File: config.mk
export PLATFORM = sky130hd
export DESIGN_NAME = fifo_counted
export DESIGN_NICKNAME = d
export VERILOG_FILES = /design/src/rtl/fifo_counted.sv
export SDC_FILE = /design/constraint.sdc
export NUM_CORES = 1
export LEC_CHECK = 0
export CAP_MARGIN = 5
export CELL_PAD_IN_SITES_DETAIL_PLACEMENT = 1
export CELL_PAD_IN_SITES_GLOBAL_PLACEMENT = 2
export CORE_ASPECT_RATIO = 0.5
export CORE_MARGIN = 3
export CORE_UTILIZATION = 48
export DETAILED_ROUTE_END_ITERATION = 8
export GPL_TIMING_DRIVEN = 1
export PLACE_DENSITY = 0.83
export SYNTH_ARGS = -nofsm -noshare
export SYNTH_HDL_FRONTEND = slang
export SYNTH_SLANG_ARGS = --single-unit
File: constraint.sdc
create_clock -name clk -period 5 [get_ports clk]
set_input_delay 1 -clock clk [delete_from_list [all_inputs] [get_ports clk]]
set_output_delay 1 -clock clk [all_outputs]
set_load 0.03 [all_outputs]
File: src/rtl/fifo_counted.sv
// Single-clock FIFO with fill count, threshold flags, sticky error flags and
// a selectable standard (registered) or first-word-fall-through read port.
module fifo_counted #(
  parameter int DATA_WIDTH         = 8,
  parameter int FIFO_SIZE          = 16,
  parameter int COUNT_WIDTH        = 5,
  parameter int ALMOST_FULL_LEVEL  = 12,
  parameter int ALMOST_EMPTY_LEVEL = 2,
  parameter int FWFT               = 0
) (
  input  logic                   clk,
  input  logic                   clear,
  input  logic                   push,
  input  logic                   pop,
  input  logic [DATA_WIDTH-1:0]  in_data,
  input  logic                   clear_errors,
  output logic [DATA_WIDTH-1:0]  out_data,
  output logic                   out_valid,
  output logic [COUNT_WIDTH-1:0] count,
  output logic                   full,
  output logic                   empty,
  output logic                   almost_full,
  output logic                   almost_empty,
  output logic                   pushed_last,
  output logic                   popped_last,
  output logic                   overflow,
  output logic                   underflow
);

  localparam int PTR_W = (FIFO_SIZE > 1) ? $clog2(FIFO_SIZE) : 1;
  localparam logic [COUNT_WIDTH-1:0] SIZE_C = COUNT_WIDTH'(FIFO_SIZE);
  localparam logic [COUNT_WIDTH-1:0] LAST_C = COUNT_WIDTH'(FIFO_SIZE - 1);
  localparam logic [COUNT_WIDTH-1:0] AF_C   = COUNT_WIDTH'(ALMOST_FULL_LEVEL);
  localparam logic [COUNT_WIDTH-1:0] AE_C   = COUNT_WIDTH'(ALMOST_EMPTY_LEVEL);
  localparam logic [COUNT_WIDTH-1:0] ONE_C  = COUNT_WIDTH'(1);

  logic [DATA_WIDTH-1:0]  mem [FIFO_SIZE];

  logic [PTR_W-1:0]       wr_ptr_q, wr_ptr_d;
  logic [PTR_W-1:0]       rd_ptr_q, rd_ptr_d;
  logic [COUNT_WIDTH-1:0] count_q, count_d;
  logic                   full_q, full_d;
  logic                   empty_q, empty_d;
  logic                   almost_full_q, almost_full_d;
  logic                   almost_empty_q, almost_empty_d;
  logic                   pushed_last_q, pushed_last_d;
  logic                   popped_last_q, popped_last_d;
  logic                   overflow_q, overflow_d;
  logic                   underflow_q, underflow_d;
  logic [DATA_WIDTH-1:0]  out_data_q, out_data_d;
  logic                   out_valid_q, out_valid_d;

  logic                   push_ok, pop_ok;
  logic [DATA_WIDTH-1:0]  head_word;

  function automatic logic [PTR_W-1:0] next_ptr(input logic [PTR_W-1:0] p);
    return (p == PTR_W'(FIFO_SIZE - 1)) ? '0 : p + PTR_W'(1);
  endfunction

  assign head_word = mem[rd_ptr_q];

  always_comb begin
    // When full, a pop in the same cycle frees the slot the push then fills.
    pop_ok  = pop && !empty_q;
    push_ok = push && (!full_q || pop_ok);

    wr_ptr_d = push_ok ? next_ptr(wr_ptr_q) : wr_ptr_q;
    rd_ptr_d = pop_ok  ? next_ptr(rd_ptr_q) : rd_ptr_q;

    count_d = count_q;
    case ({push_ok, pop_ok})
      2'b10:   count_d = count_q + ONE_C;
      2'b01:   count_d = count_q - ONE_C;
      default: count_d = count_q;
    endcase

    full_d         = (count_d == SIZE_C);
    empty_d        = (count_d == '0);
    almost_full_d  = (count_d >= AF_C);
    almost_empty_d = (count_d <= AE_C);

    pushed_last_d = push_ok && !pop_ok && (count_q == LAST_C);
    popped_last_d = pop_ok && !push_ok && (count_q == ONE_C);

    // A fresh error event outranks clear_errors in the same cycle.
    if (push && !push_ok)  overflow_d = 1'b1;
    else if (clear_errors) overflow_d = 1'b0;
    else                   overflow_d = overflow_q;

    if (pop && empty_q)    underflow_d = 1'b1;
    else if (clear_errors) underflow_d = 1'b0;
    else                   underflow_d = underflow_q;

    out_data_d  = pop_ok ? head_word : out_data_q;
    out_valid_d = pop_ok;
  end

  always_ff @(posedge clk) begin
    if (push_ok) mem[wr_ptr_q] <= in_data;
  end

  always_ff @(posedge clk or posedge clear) begin
    if (clear) begin
      wr_ptr_q       <= '0;
      rd_ptr_q       <= '0;
      count_q        <= '0;
      full_q         <= 1'b0;
      empty_q        <= 1'b1;
      almost_full_q  <= 1'b0;
      almost_empty_q <= 1'b1;
      pushed_last_q  <= 1'b0;
      popped_last_q  <= 1'b0;
      overflow_q     <= 1'b0;
      underflow_q    <= 1'b0;
      out_data_q     <= '0;
      out_valid_q    <= 1'b0;
    end else begin
      wr_ptr_q       <= wr_ptr_d;
      rd_ptr_q       <= rd_ptr_d;
      count_q        <= count_d;
      full_q         <= full_d;
      empty_q        <= empty_d;
      almost_full_q  <= almost_full_d;
      almost_empty_q <= almost_empty_d;
      pushed_last_q  <= pushed_last_d;
      popped_last_q  <= popped_last_d;
      overflow_q     <= overflow_d;
      underflow_q    <= underflow_d;
      out_data_q     <= out_data_d;
      out_valid_q    <= out_valid_d;
    end
  end

  generate
    if (FWFT != 0) begin : g_fwft
      // Head is exposed directly; masked while empty so reset reads as zero.
      assign out_data  = empty_q ? '0 : head_word;
      assign out_valid = !empty_q;
    end else begin : g_std
      assign out_data  = out_data_q;
      assign out_valid = out_valid_q;
    end
  endgenerate

  assign count        = count_q;
  assign full         = full_q;
  assign empty        = empty_q;
  assign almost_full  = almost_full_q;
  assign almost_empty = almost_empty_q;
  assign pushed_last  = pushed_last_q;
  assign popped_last  = popped_last_q;
  assign overflow     = overflow_q;
  assign underflow    = underflow_q;

endmodule

# ---- Word level (Yosys, flattened, before mapping)
# Memories as Yosys holds them, arrays and structs flattened. A register that Yosys moved wholly into a read port is not among the register bits.
# Cells that the tools add are included.
dict set report totals {
  mem_count 1
  inputBits 13
  mem_bits_rw 128
  reg_bits 22
}
# memory depth word_bits read_ports rd_ports_with_merged_regs write_ports line
set mem_list {}
lappend mem_list {mem 16 8 1 1 1 37} ;# logic [DATA_WIDTH-1:0] mem [FIFO_SIZE];
dict set report op_classes {
  magnitude_cmp 2
  addsub 4
  n_mux 8
  n_reduce_logical 16
  n_eq_ne 7
}
# op n
set ops {}
lappend ops {{5-bit one-hot mux with 2 select lines} 1}
lappend ops {{4-bit by 1-bit adder with 4-bit output (second input constant)} 2}
lappend ops {{4-bit equality test (second input constant)} 2}
lappend ops {{1-bit logical AND} 8}
lappend ops {{4-bit two-way mux} 2}
lappend ops {{5-bit by 1-bit adder with 5-bit output (second input constant)} 1}
lappend ops {{5-bit by 1-bit equality test with 1-bit output (second input constant)} 1}
lappend ops {{5-bit by 4-bit equality test with 1-bit output (second input constant)} 1}
lappend ops {{5-bit equality test (second input constant)} 1}
lappend ops {{5-bit by 4-bit >= comparator with 1-bit output (second input constant)} 1}
lappend ops {{5-bit by 2-bit less-or-equal comparator with 1-bit output (second input constant)} 1}
lappend ops {{5-bit zero test} 1}
lappend ops {{1-bit two-way mux} 5}
lappend ops {{5-bit by 1-bit subtractor with 5-bit output (second input constant)} 1}
lappend ops {{1-bit zero test} 4}
lappend ops {{2-bit nonzero test} 2}
lappend ops {{2-bit by 1-bit equality test with 1-bit output (second input constant)} 1}
lappend ops {{2-bit equality test (second input constant)} 1}
lappend ops {{1-bit logical OR} 1}

# ---- Logic depth before layout (Yosys ltp)
# Gate-level depths: netlist (run 1).
dict set report depth {
  ltp_word 7
  depth_mapped 11
}

# ---- Worst setup path before layout (run 1)
# No wires, ideal clock.
dict set report synth_timing {
  kind {input -> register}
  from {in pop}
  to {reg almost_empty_q (netlist: almost_empty)}
  n_path_buf 2
  setup_ps 99
  t_required_ps 4901
  arrival_ps 2938
  setup_slack_ps 1963
  cell_stages 11
  path_cell_list {nand2b_1 inv_2 o21ai_1 inv_2 buf_2 ha_1 buf_2 nor3b_1 a221oi_2 o21ai_2 a2111oi_4}
}
dict set report synth_between {
  elab_chain_len 6
}
# item line
set synth_lines {}
lappend synth_lines {{start: declaration} 14} ;# input logic pop,
lappend synth_lines {{1-bit logical AND *} 64} ;# pop_ok = pop && !empty_q;
lappend synth_lines {{1-bit logical OR *} 65} ;# push_ok = push && (!full_q || pop_ok);
lappend synth_lines {{1-bit logical AND *} 65}
lappend synth_lines {{named net push_ok} 53} ;# logic push_ok, pop_ok;
lappend synth_lines {{2-bit by 1-bit equality test with 1-bit output / 2-bit equality test (equally long branches)} 71} ;# case ({push_ok, pop_ok})
lappend synth_lines {{5-bit one-hot mux with 2 select lines *} 71}
lappend synth_lines {{named net count_d[3]} 41} ;# logic [COUNT_WIDTH-1:0] count_q, count_d;
lappend synth_lines {{5-bit by 2-bit less-or-equal comparator with 1-bit output *} 80} ;# almost_empty_d = (count_d <= AE_C);
lappend synth_lines {{named net almost_empty_d} 45} ;# logic almost_empty_q, almost_empty_d;
lappend synth_lines {{end signal: assignment} 124} ;# almost_empty_q <= almost_empty_d;
lappend synth_lines {{end: declaration} 45}
# Mark *: on every way through the listed nets, which the timed path passes. The rest lies on a longest branch.
# A chain may end at the register's enable or synchronous reset.

# ---- Worst setup path after layout (run 1)
dict set report layout_timing {
  from {in pop}
  to {reg almost_empty_q (netlist: almost_empty)}
}
dict set report layout_between {
  elab_chain_len 6
}
# item line
set layout_lines {}
lappend layout_lines {{1-bit logical AND *} 64}
lappend layout_lines {{1-bit logical OR} 65}
lappend layout_lines {{1-bit logical AND} 65}
lappend layout_lines {{2-bit by 1-bit equality test with 1-bit output / 2-bit equality test (equally long branches)} 71}
lappend layout_lines {{5-bit one-hot mux with 2 select lines *} 71}
lappend layout_lines {{named net count_d[4]} 41}
lappend layout_lines {{5-bit by 2-bit less-or-equal comparator with 1-bit output *} 80}
lappend layout_lines {{named net almost_empty_d} 45}
# Marks and branches as above.

==> metrics.txt, run 1 <==
result of the run completed; # diodes 0; remaining antenna violation count 0; startpoint-to-endpoint class of the critical path primary input to register; final worst-path cycle share 0.755; data arrival time of the worst path 4.10 ns; pre-CTS setup slack 0.778 ns; number of vias per cell 5.90; cell area after synthesis 0.00650 mm^2; Slew Viols, Final 0; clock latency on the worst-skew pair 0.42 ns; crit-path max FO 23; IR drop worst, VDD 0.287 mV; clock share of power 0.308; Clock Tree Buf Depth 2; synthesized instance count 389; count of buffers added by post-CTS timing repair for setup 0; area added between synthesis and finish 17.1%; number of fill cells 1184; switching power total 1.52 mW; average wire per cell in the routed design 24.7 um; vias 3590; hold_buf cts 0; share of power burned in registers 0.391; distinct cell type count of the synthesized netlist 53; leak pwr 2.70 nW; number of flops mapped to enable cells by yosys 128; simple-gate area share of the yosys netlist 0.0568; HP Class register to register; Total GRT Usage 0.218; Num CTS Buffers 17; switching share of power 0.329; post-layout worst setup margin 1.23 ns; clock edge transition at the registers on the reported setup and hold paths 0.06 ns; TritonCTS clock tree done; H-tree level count 4; Post-Synth Adder-Cell Area 0.0212; ratio of cells with drive above 1 in the final layout 0.148; drt first-iter violations 291; slew at the pin closest to its max-slew limit 0.798 ns; setup repair after global routing missed its margin false; worst endpoint required time 5.33 ns; die width 171 um; Yosys warning total 0; pin count of the biggest net entering global routing 34; count of clock tree sinks 158; final setup vio count 0; portion of total power attributed to combinational logic 0.301; total congestion overflow after global routing 0; number of antenna violations at the first check in global routing 0; Post-Synth XOR/XNOR Area 0.00270; via count of the first global-routing pass 3851; final wirelength 15.0 mm; count of state elements after synthesis 158; area of combinational cells with multiple inputs 0.00171 mm^2; R2R Setup Slk 1.64 ns; Register Area 0.00460 mm^2; maxcap violations 0; die outline height 88.3 um; DIE AREA 0.0151 mm^2; upper clock frequency limit 265 MHz; Post-Synthesis Mean Instance Area 16.7 um^2; remaining max-slew budget at the tightest pin 0.467; std cell rows 29; category of the worst setup path capture point register; Final Wtd Congestion 0.796; multiplexer area fraction after synthesis 0.115; summed negative setup slack over all endpoints 0 ns; shortest clock period the worst path allows after layout 3.77 ns; Initial Util 0.501; cells resized by post-CTS repair 0; root buffer cell sky130_fd_sc_hd__clkbuf_16; Synth async-reset ratio 0.190; main flop type after synthesis sky130_fd_sc_hd__edfxtp_1; Post-Synthesis Net Count 413; share of the synthesized area in compound gates (AO/OA/AOI/OAI) 0.0680; dominant combinational cell family by area after synthesis multiplexers; drt first pass iters 4; number of nets at the end of the flow 449; DP HPWL 9.43 mm; Clock Skews 0.0142 ns; Worst setup SP type primary input; Ports 35; cell-internal power 3.11 mW; Placeable Area 0.0130 mm^2; global-route wire length before repair 23.4 mm; final-report hold violation count 0; ratio of total power to cell area 609 mW/mm^2; number of port buffers 34; sequential area share after synthesis 0.708; # DRC 0
-- per-stage QoR --
step	power, mW	util	hold slack, ns	cell area, um^2	std cells
2_1_floorplan	2.78	-	0.543	6500	389
3_3_place_gp	3.14	0.537	0.521	6950	576
3_5_place_dp	3.21	0.537	0.535	6950	576
4_1_cts	4.67	0.587	0.556	7610	608
5_1_grt	4.86	0.587	0.588	7610	608
6_report	4.64	0.587	0.546	7610	608
-- state kept, by name, summed over array words and instances (netlist names), 4 cells and up --
register  flops
out_data      8
wr_ptr_q      4
rd_ptr_q      4
mem         128
count         5
-- cells by family after synthesis --
family | after synthesis
flip-flops | 158
AND/OR/NAND/NOR | 67
AO/OA/AOI/OAI | 60
multiplexers | 54
buffers and inverters | 37
adder cells (fa/ha/maj) | 11
XOR/XNOR | 2
-- area by class of cell --
cell class                 count  share of cell area
clock inverter                13              0.0276
sequential                   158               0.604
inverter                      16             0.00789
multi-input combinational    194               0.225
timing repair buffer          38              0.0487
tap                          170              0.0280
clock buffer                  19              0.0582
-- power groups by stage --
stage / combinational, mW / clock, mW / sequential (mW)
floorplan: 0.919 / 0 / 1.87
global placement: 1.33 / 0 / 1.81
detailed placement: 1.38 / 0 / 1.83
CTS: 1.40 / 1.45 / 1.81
global route: 1.51 / 1.51 / 1.83
finish: 1.39 / 1.43 / 1.81
-- cells in the final DEF, fill, tap and decap left out, types with 3 or more instances in the layout --
master                            synthesis  layout
sky130_fd_sc_hd__a21oi_1                  8       8
sky130_fd_sc_hd__a221oi_1                 7       7
sky130_fd_sc_hd__a31oi_1                  7       7
sky130_fd_sc_hd__and2_1                  13      13
sky130_fd_sc_hd__and4_1                   4       4
sky130_fd_sc_hd__buf_4                    4       4
sky130_fd_sc_hd__bufinv_16                0       5
sky130_fd_sc_hd__clkbuf_16                0      17
sky130_fd_sc_hd__clkdlybuf4s50_1          0      34
sky130_fd_sc_hd__dfrtp_1                 28      28
sky130_fd_sc_hd__edfxtp_1               128     128
sky130_fd_sc_hd__ha_1                    11      11
sky130_fd_sc_hd__inv_1                   13      13
sky130_fd_sc_hd__inv_2                    3       3
sky130_fd_sc_hd__inv_6                    0       3
sky130_fd_sc_hd__mux2i_1                 35      35
sky130_fd_sc_hd__mux4_2                  16      16
sky130_fd_sc_hd__nand2_1                 15      15
sky130_fd_sc_hd__nand3_1                  9       9
sky130_fd_sc_hd__nor2_1                  11      11
sky130_fd_sc_hd__nor3_1                   3       3
sky130_fd_sc_hd__nor3b_1                  3       3
sky130_fd_sc_hd__o21ai_1                 13      13
sky130_fd_sc_hd__o22ai_1                  7       7
-- cell usage after synthesis (8+ instances only) --
master	count	share of area
sky130_fd_sc_hd__edfxtp_1	128	0.59
sky130_fd_sc_hd__dfrtp_1	28	0.11
sky130_fd_sc_hd__a21oi_1	8	0.0062
sky130_fd_sc_hd__nor2_1	11	0.0064
sky130_fd_sc_hd__nand3_1	9	0.0069
sky130_fd_sc_hd__mux2i_1	35	0.054
sky130_fd_sc_hd__inv_1	13	0.0075
sky130_fd_sc_hd__nand2_1	15	0.0087
sky130_fd_sc_hd__o21ai_1	13	0.010
sky130_fd_sc_hd__and2_1	13	0.013
sky130_fd_sc_hd__ha_1	11	0.021
sky130_fd_sc_hd__mux4_2	16	0.055
-- path summary, 6_finish.rpt --
check	startpoint	to	cells after the start
min in group asynchronous	clear	overflow	3
setup / recovery	pop	almost_empty	10
setup reg to reg	empty	almost_empty	9
hold reg to reg	overflow	overflow	2
max in group asynchronous	clear	almost_empty	3
hold / removal	overflow	overflow	2
-- critical path: stages --
cell	delay (ns)
sky130_fd_sc_hd__clkdlybuf4s50_1	0.42
sky130_fd_sc_hd__nand2b_1	0.26
sky130_fd_sc_hd__inv_2	0.25
sky130_fd_sc_hd__o21ai_1	0.39
sky130_fd_sc_hd__inv_2	0.18
sky130_fd_sc_hd__ha_1	0.55
sky130_fd_sc_hd__nor2_1	0.09
sky130_fd_sc_hd__mux2_4	0.27
sky130_fd_sc_hd__a221o_4	0.40
sky130_fd_sc_hd__a2111oi_4	0.28
-- routing by layer --
| metal | vias up | global-route usage | routed length [um] | part of all wire |
|---|---|---|---|---|
| met2 | 128 | 0.351 | 7180 | 0.48 |
| met5 | - | 0 | 0 | 0 |
| li1 | 1585 | - | - | - |
| met4 | 0 | 0.0611 | 227 | 0.015 |
| met3 | 19 | 0.0540 | 842 | 0.056 |
| met1 | 1858 | 0.302 | 6770 | 0.45 |
Power figures use the tool's default switching activity.
==> run 2, diff against run 1 <==
--- a/config.mk
+++ b/config.mk
@@ -10,10 +10,10 @@
 export CELL_PAD_IN_SITES_GLOBAL_PLACEMENT = 2
 export CORE_ASPECT_RATIO = 0.5
 export CORE_MARGIN = 3
-export CORE_UTILIZATION = 48
+export CORE_UTILIZATION = 40
 export DETAILED_ROUTE_END_ITERATION = 8
 export GPL_TIMING_DRIVEN = 1
-export PLACE_DENSITY = 0.83
+export PLACE_DENSITY = 0.74
 export SYNTH_ARGS = -nofsm -noshare
 export SYNTH_HDL_FRONTEND = slang
 export SYNTH_SLANG_ARGS = --single-unit
==> constraint.sdc (replaced) <==
create_clock -name clk -period 3.4 [get_ports clk]
set_input_delay 0.68 -clock clk [delete_from_list [all_inputs] [get_ports clk]]
set_output_delay 0.68 -clock clk [all_outputs]
set_load 0.03 [all_outputs]
==> metrics.txt, run 2 (synthesized netlist as in run 1, its figures left out) <==
R2R Setup Slk 0.88 ns; count of buffers added by post-CTS timing repair for setup 0; # DRC 0; total congestion overflow after global routing 0; number of vias per cell 5.32; number of port buffers 34; die outline height 96.1 um; final setup vio count 0; slew at the pin closest to its max-slew limit 0.921 ns; clock latency on the worst-skew pair 0.42 ns; count of clock tree sinks 158; Clock Skews 0.0133 ns; category of the worst setup path capture point register; vias 3539; reg2reg path depth 10; crit-path max FO 11; Placeable Area 0.0157 mm^2; Final Wtd Congestion 0.796; # diodes 0; leak pwr 2.71 nW; HP Class register to register; Num CTS Buffers 17; Initial Util 0.415; std cell rows 32; drt first pass iters 5; Worst Min Path Start underflow; Ports 35; TritonCTS clock tree done; drt first-iter violations 340; final worst-path cycle share 0.776; startpoint-to-endpoint class of the critical path primary input to register; shortest clock period the worst path allows after layout 2.64 ns; number of nets at the end of the flow 455; DP HPWL 9.96 mm; Largest Register mem; die width 186 um; Hold Path Depth 2; final-report hold violation count 0; final wirelength 15.3 mm; IR drop worst, VDD 0.378 mV; DIE AREA 0.0179 mm^2; launch instance of the worst register-to-register path empty; H-tree level count 4; result of the run completed; Worst Hold Endpoint underflow; pin count of the biggest net entering global routing 31; Worst setup SP type primary input; ratio of total power to cell area 878 mW/mm^2; most common cell after layout, fill and taps aside sky130_fd_sc_hd__edfxtp_1; cells resized by post-CTS repair 0; clock edge transition at the registers on the reported setup and hold paths 0.06 ns; via count of the first global-routing pass 3839; average wire per cell in the routed design 23.0 um; hold_buf cts 0; Slew Viols, Final 0; summed negative setup slack over all endpoints 0 ns; setup repair after global routing missed its margin false; worst endpoint required time 3.71 ns; upper clock frequency limit 379 MHz; area added between synthesis and finish 18.3%; leading cell types in the layout, fill and taps excluded sky130_fd_sc_hd__edfxtp_1 (128), sky130_fd_sc_hd__mux2i_1 (35), sky130_fd_sc_hd__clkdlybuf4s50_1 (34); Clock Tree Buf Depth 2; maxcap violations 0; placed cell areas 0.00706 mm^2; ratio of cells with drive above 1 in the final layout 0.160; root buffer cell sky130_fd_sc_hd__clkbuf_16; number of antenna violations at the first check in global routing 0; FF-to-FF End full; Total GRT Usage 0.183; data arrival time of the worst path 2.95 ns; global-route wire length before repair 23.4 mm; flip-flop count of the largest register, all copies and words added 128; remaining antenna violation count 0; final design instance area without fill 0.00768 mm^2; remaining max-slew budget at the tightest pin 0.385
[run 2: how the worst max path moves through the flow]
stage | slack [ns] | endpoint | start | cells past startpoint
2_1_floorplan | 0.67 | almost_empty | empty | 11
3_3_place_gp | 0.44 | almost_empty | pop | 10
3_5_place_dp | 0.29 | full | pop | 11
4_1_cts | 0.74 | full | pop | 11
5_1_grt | 0.55 | full | pop | 11
6_report | 0.76 | full | pop | 11
[run 2: cell type report]
type | count | area, um^2
Clock inverter | 13 | 176
Timing Repair Buffer | 44 | 415
Inverter | 16 | 60.1
Clock buffer | 19 | 443
Tap cell | 221 | 277
Multi-Input combinational cell | 194 | 1710
Sequential cell | 158 | 4600
Fill cell | 1501 | 7970
[run 2: report_power, final]
part           internal (mW)  total (mW)  switching [mW]
Clock                   1.20        2.01           0.813
Sequential              2.40        2.69           0.292
Combinational          0.874        2.05            1.18
[run 2: per-layer routing]
metal | up-vias | part of all wire | track usage | wire, um
met5 | - | 0 | 0 | 0
met4 | 0 | 0.0073 | 0.0545 | 112
met3 | 13 | 0.072 | 0.0532 | 1090
met2 | 100 | 0.48 | 0.296 | 7350
met1 | 1826 | 0.44 | 0.245 | 6710
li1 | 1600 | - | - | -
[run 2: through the flow]
stage | setup slack [ns] | hold WS [ns] | power (mW) | std cells | utilization
3_5_place_dp | 0.292 | 0.531 | 4.79 | 633 | 0.451
3_3_place_gp | 0.437 | 0.522 | 4.70 | 633 | 0.451
4_1_cts | 0.739 | 0.544 | 6.81 | 665 | 0.491
6_report | 0.762 | 0.532 | 6.75 | 665 | 0.491
5_1_grt | 0.555 | 0.563 | 7.09 | 665 | 0.491
2_1_floorplan | 0.674 | 0.543 | 4.10 | 389 | -
[run 2: worst max-delay path: stages]
cell and delay (ns):
sky130_fd_sc_hd__clkdlybuf4s50_1 0.42, sky130_fd_sc_hd__nand2b_1 0.11, sky130_fd_sc_hd__inv_2 0.04, sky130_fd_sc_hd__o21ai_1 0.19, sky130_fd_sc_hd__inv_2 0.13, sky130_fd_sc_hd__ha_1 0.33
sky130_fd_sc_hd__buf_4 0.19, sky130_fd_sc_hd__nor2_1 0.09, sky130_fd_sc_hd__mux2i_1 0.21, sky130_fd_sc_hd__o221ai_2 0.21, sky130_fd_sc_hd__nor4b_1 0.34
